===== src/rtl/fpu_bus_if_q.sv =====
// CPU-side register front end for the FPU: cs/rd/wr bus with operand/op registers,
// a command FIFO towards the execution core and a result FIFO drained by end_ack.
module fpu_bus_if_q #(
    parameter int BUS_W  = 8,
    parameter int OPND_W = 32,
    parameter int OP_W   = 4,
    parameter int DEPTH  = 4,
    parameter int ADDR_W = 4
) (
    input  logic              clk,
    input  logic              arst_n,
    input  logic [BUS_W-1:0]  databus_in,
    output logic [BUS_W-1:0]  databus_out,
    input  logic [ADDR_W-1:0] addr,
    input  logic              cs,
    input  logic              rd,
    input  logic              wr,
    input  logic              end_ack,
    output logic              cmd_end,
    output logic              busy,
    output logic              core_valid,
    input  logic              core_ready,
    output logic [OPND_W-1:0] core_a,
    output logic [OPND_W-1:0] core_b,
    output logic [OP_W-1:0]   core_op,
    input  logic              core_res_valid,
    input  logic [OPND_W-1:0] core_res,
    output logic              core_res_ready
);
    localparam int NW    = OPND_W / BUS_W;
    localparam int PW    = $clog2(DEPTH);
    localparam int CMD_W = 2 * OPND_W + OP_W;

    localparam logic [ADDR_W-1:0] ADDR_OP     = ADDR_W'(2 * NW);
    localparam logic [ADDR_W-1:0] ADDR_PUSH   = ADDR_W'(2 * NW + 1);
    localparam logic [ADDR_W-1:0] ADDR_STATUS = ADDR_W'(3 * NW + 1);

    logic [OPND_W-1:0] a_reg;
    logic [OPND_W-1:0] b_reg;
    logic [OP_W-1:0]   op_reg;

    logic              wr_p1;
    logic              end_ack_p1;
    logic              ack_hold;
    logic              overflow;
    logic              cmd_end_p1;

    logic [CMD_W-1:0]  cmd_mem [DEPTH];
    logic [OPND_W-1:0] res_mem [DEPTH];
    logic [PW:0]       cmd_wp, cmd_rp, res_wp, res_rp;
    logic [PW+1:0]     outstanding;

    logic              cmd_empty, cmd_full, res_empty, res_full;
    logic              wr_commit, push_req, cmd_push, cmd_pop;
    logic              res_push, res_pop, ack_rise;
    logic [OPND_W-1:0] res_head;
    logic [4:0]        status;
    logic [BUS_W-1:0]  rdata;

    // Handshake and event decode
    assign cmd_empty = (cmd_wp == cmd_rp);
    assign cmd_full  = (cmd_wp[PW] != cmd_rp[PW]) && (cmd_wp[PW-1:0] == cmd_rp[PW-1:0]);
    assign res_empty = (res_wp == res_rp);
    assign res_full  = (res_wp[PW] != res_rp[PW]) && (res_wp[PW-1:0] == res_rp[PW-1:0]);

    // One commit per wr low pulse: only the first edge after wr falls counts.
    assign wr_commit = !cs && !wr && wr_p1;
    assign push_req  = wr_commit && (addr == ADDR_PUSH);
    assign cmd_pop   = core_valid && core_ready;
    assign cmd_push  = push_req && (!cmd_full || cmd_pop);
    assign res_push  = core_res_valid && core_res_ready;
    assign ack_rise  = end_ack && !end_ack_p1;
    assign res_pop   = ack_rise && !res_empty;

    assign core_valid     = !cmd_empty;
    assign core_res_ready = !res_full;
    assign {core_a, core_b, core_op} = cmd_mem[cmd_rp[PW-1:0]];
    assign res_head = res_empty ? '0 : res_mem[res_rp[PW-1:0]];
    assign status   = {overflow, res_full, res_empty, cmd_full, cmd_empty};
    assign busy     = core_valid || (outstanding != '0);
    assign cmd_end  = cmd_end_p1;

    // Bus register writes
    always_ff @(posedge clk or negedge arst_n) begin
        if (!arst_n) begin
            a_reg    <= '0;
            b_reg    <= '0;
            op_reg   <= '0;
            overflow <= 1'b0;
        end else if (wr_commit) begin
            for (int k = 0; k < NW; k++) begin
                if (addr == ADDR_W'(k))
                    a_reg[k*BUS_W +: BUS_W] <= databus_in;
                if (addr == ADDR_W'(NW + k))
                    b_reg[k*BUS_W +: BUS_W] <= databus_in;
            end
            if (addr == ADDR_OP)
                op_reg <= databus_in[OP_W-1:0];
            if (addr == ADDR_STATUS)
                overflow <= 1'b0;
            else if (push_req && cmd_full && !cmd_pop)
                overflow <= 1'b1;
        end
    end

    // FIFO storage carries no reset; the pointers define what is valid.
    always_ff @(posedge clk) begin
        if (cmd_push)
            cmd_mem[cmd_wp[PW-1:0]] <= {a_reg, b_reg, op_reg};
        if (res_push)
            res_mem[res_wp[PW-1:0]] <= core_res;
    end

    // Control state: pointers, outstanding count, strobe/ack sampling
    always_ff @(posedge clk or negedge arst_n) begin
        if (!arst_n) begin
            cmd_wp      <= '0;
            cmd_rp      <= '0;
            res_wp      <= '0;
            res_rp      <= '0;
            outstanding <= '0;
            wr_p1       <= 1'b1;
            end_ack_p1  <= 1'b0;
            ack_hold    <= 1'b0;
            cmd_end_p1  <= 1'b0;
        end else begin
            wr_p1      <= wr;
            end_ack_p1 <= end_ack;
            if (cmd_push)
                cmd_wp <= cmd_wp + (PW+1)'(1);
            if (cmd_pop)
                cmd_rp <= cmd_rp + (PW+1)'(1);
            if (res_push)
                res_wp <= res_wp + (PW+1)'(1);
            if (res_pop)
                res_rp <= res_rp + (PW+1)'(1);
            case ({cmd_pop, res_push})
                2'b10:   outstanding <= outstanding + (PW+2)'(1);
                2'b01:   outstanding <= outstanding - (PW+2)'(1);
                default: outstanding <= outstanding;
            endcase
            if (ack_rise)
                ack_hold <= 1'b1;
            else if (!end_ack)
                ack_hold <= 1'b0;
            // Dropping cmd_end while ack_hold is set gives the CPU an edge per result.
            cmd_end_p1 <= !res_empty && !ack_hold;
        end
    end

    // Read mux
    always_comb begin
        rdata = '0;
        if (arst_n && !cs && !rd) begin
            for (int k = 0; k < NW; k++) begin
                if (addr == ADDR_W'(k))
                    rdata = a_reg[k*BUS_W +: BUS_W];
                if (addr == ADDR_W'(NW + k))
                    rdata = b_reg[k*BUS_W +: BUS_W];
                if (addr == ADDR_W'(2 * NW + 1 + k))
                    rdata = res_head[k*BUS_W +: BUS_W];
            end
            if (addr == ADDR_OP)
                rdata = BUS_W'(op_reg);
            if (addr == ADDR_STATUS)
                rdata = BUS_W'(status);
        end
    end

    assign databus_out = rdata;

endmodule


===== config.mk =====
export PLATFORM = sky130hd
export DESIGN_NAME = fpu_bus_if_q
export DESIGN_NICKNAME = d
export VERILOG_FILES = /design/src/rtl/fpu_bus_if_q.sv
export SDC_FILE = /design/constraint.sdc
export NUM_CORES = 1
export LEC_CHECK = 0
export BUFFER_PORTS_ARGS = -buffer_cell sky130_fd_sc_hd__buf_2
export CAP_MARGIN = 15
export CELL_PAD_IN_SITES_DETAIL_PLACEMENT = 0
export CELL_PAD_IN_SITES_GLOBAL_PLACEMENT = 1
export CORE_MARGIN = 2
export CORE_UTILIZATION = 52
export CTS_CLUSTER_DIAMETER = 200
export DETAILED_ROUTE_END_ITERATION = 10
export PLACE_DENSITY_LB_ADDON = 0.15
export SETUP_SLACK_MARGIN = 0.4
export SLEW_MARGIN = 20
export SYNTH_ARGS = -nofsm -noshare
export SYNTH_HDL_FRONTEND = slang
export SYNTH_SLANG_ARGS = --single-unit

===== constraint.sdc =====
create_clock -name clk -period 4.3 [get_ports clk]
set_input_delay 0.43 -clock clk [delete_from_list [all_inputs] [get_ports clk]]
set_output_delay 0.43 -clock clk [all_outputs]
set_load 0.02 [all_outputs]

==> run summary <==
CP startpoint kind: register
Setup CP Type: reg -> out
Total power per unit cell area: 614 mW/mm^2
Clk_lat worst skew: 590 ps
Critical Path, Cell by Cell: buf_4, mux4_2, and3_1, o41ai_2, a21oi_1, buf_2
Cell area after synthesis: 0.0196 mm^2
Clock tree buffer depth: 3
Status: complete, no violations
Residual DRC: 0
Initial Utilization: 52.4%
Cell Rows: 71
Flops & latches, synth: 489
Worst IR Drop VDD: 396 uV
RSZ-0062 raised after global routing: false
Total number of vias: 9942
Hold Vio Cnt, Final: 0
CTS buffer count: 50
WL/cell: 25.3 um
DRT Pass-1 Iters: 5
Synth area leaders: edfxtp_1 (61%), mux4_2 (11%), dfrtp_1 (11%), mux2_2 (4.4%), ha_1 (0.83%)
Largest stage delay on the critical path: 660 ps
Min Tclk post-route: 3620 ps
Seq/Total Area, Yosys: 72.8%
Vias per cell: 5.91
Io pins: 132
Chip width: 198 um
Iter 0 DRT Violations: 765
Ys flop type: edfxtp_1
Tightest Hold Check Type: in -> reg
Setup Viol. Count Final: 0
Post-layout instance area: 0.0225 mm^2
First-pass GRT wire length: 64800 um
Clock transition at path regs: 60 ps
Commonest cells in the netlist: edfxtp_1 (400), mux4_2 (99), dfrtp_1 (88)
Global Route Usage Sum: 22.7%
Antenna violations before repair: 3
H-tree depth: 2
Die area: 0.0392 mm^2
GP Congestion: 0.891
Placed instance area: 0.0208 mm^2
FF-to-FF path depth: 10
Number of global-route vias before repair: 9979
Max Cap Violations: 0
DRT Wirelength: 42600 um
Post-DP HPWL: 28500 um
Top-area cell type share of the netlist area: 61.4%
Post-DRT Antenna Nets: 0
Post-Place Setup Slack: 1180 ps
CTS root buf: clkbuf_16
Layout fillers: 2773
Final worst path period share: 84.3%
TNS Setup: 0 ps
IO Port Bufs: 131
EDFF count, synth: 400
Grt ovf: 0
Required @ worst endpoint: 3870 ps
Count leader, synth: edfxtp_1
Synth unique cells: 69
Number of flip-flops in the largest register: 272
Skew final: 12.6 ps
Asr flop ratio synth: 18.2%
Area of the core: 0.0373 mm^2
Area leader, netlist: edfxtp_1
Worst Hold Depth: 1
Share of cells above drive strength 1: 35.3%
Clock tree from TritonCTS: yes
Critical Path Sink Type: primary output
Logic depth of the worst setup path including buffers: 6
Slew headroom: 26.7%
Buffers & Inverters on Critical Path: 2
CP max FO: 23
CP max-delay cell: dfrtp_2
Largest net degree at the start of global routing: 71
Slew Viols, Final: 0
P&R area growth vs syn: 14.9%
Layout net count: 1233
Syn_nets: 1066
Cells after Synth: 1000
Setup ws final: 677 ps
Synth warn: 0
Mean Syn Cell Area: 19.6 um^2
Die Y: 198 um
CTS sink count: 489
Worst slew pin tran: 1100 ps
Crit path max-delay family: buffers and inverters
Fmax: 0.276 GHz
Pleak: 8.08 nW
Worst endpoint data arrival time: 3190 ps
## per-layer routing
| layer | share of wire [%] | track usage [%] | up-vias |
|---|---|---|---|
| li1 | - | - | 4401 |
| met1 | 44 | 32.9 | 5185 |
| met2 | 48 | 35.1 | 281 |
| met3 | 5.1 | 4.29 | 71 |
| met4 | 2.5 | 7.57 | 4 |
| met5 | 0.059 | 0 | - |
## cell type report
class / count / area (um^2) / area share [%]
antenna: 1 / 2.50 / 0.0111
sequential: 489 / 14200 / 63.4
multi-input combinational: 451 / 5010 / 22.3
inverter: 15 / 56.3 / 0.251
tap: 474 / 593 / 2.64
clock buffer: 73 / 1410 / 6.27
clock inverter: 20 / 190 / 0.847
timing repair buffer: 160 / 958 / 4.27
## logic make-up after synthesis
group	count (synthesis)	synth area share, %
flops	489	72.8
mux	190	16.6
simple gates	125	3.44
compound gates	103	3.65
buf+inv	60	1.56
xor+xnor	19	1.02
fa+ha+maj	14	0.934
## worst paths after layout
check,startpoint,slack [ps],to
min,core_res[3],60,res_mem[1][3]
min in group asynchronous,arst_n,510,b_reg[29]
min reg2reg,ack_hold,440,cmd_end
max reg2reg,res_rp[0],1370,outstanding[3]
max in group asynchronous,arst_n,2650,b_reg[4]
max,res_rp[0],680,databus_out[0]
## per-stage QoR
step / total power [mW] / cells / hold WS (ps) / utilization (%)
after floorplan: 8.64 / 1000 / 134 / -
after global placement: 9.78 / 1586 / 442 / 55.8
after detailed placement: 9.81 / 1586 / 440 / 55.8
after CTS: 14.0 / 1682 / 30.9 / 60.2
after global routing: 14.4 / 1682 / 48.6 / 60.2
final: 13.8 / 1683 / 61.1 / 60.2
## power by group
part	internal, mW	switching [mW]
clock	2.46	1.72
combinational	1.53	2.04
sequential	5.68	0.359
total	9.67	4.12
## layout by cell type, fill, tap and decap left out, types with 8 or more instances in the layout
cell,netlist,routed
xnor2_1,11,11
nor2_1,27,27
ha_1,13,13
buf_2,19,130
mux2_2,76,76
mux4_2,99,99
buf_4,4,21
o21ai_0,29,29
clkbuf_16,0,51
nand3_1,8,8
a21oi_1,14,14
edfxtp_1,400,400
nand2b_1,13,13
dfrtp_1,88,85
nor2b_1,8,8
clkbuf_1,15,17
nor3_1,8,8
inv_1,15,15
mux2i_1,15,15
nand2_1,29,29
## what timing repair did
action                                  CTS  global route
endpoints found under the hold margin    32             0
hold buffers                              3             0
gates resized for setup                   0             0
endpoints found under the setup margin    0             0
setup buffers                             0             0
## worst reg2reg max path: stages (launching register included)
cell and delay, ps:
dfrtp_2 660, xor2_2 210, or3_1 470, and2_1 250, ha_1 230, ha_1 280, a21o_1 190, a21oi_1 170
xnor2_1 140, nor2_1 60, xor2_1 140
(Power assumes the default switching activity.)
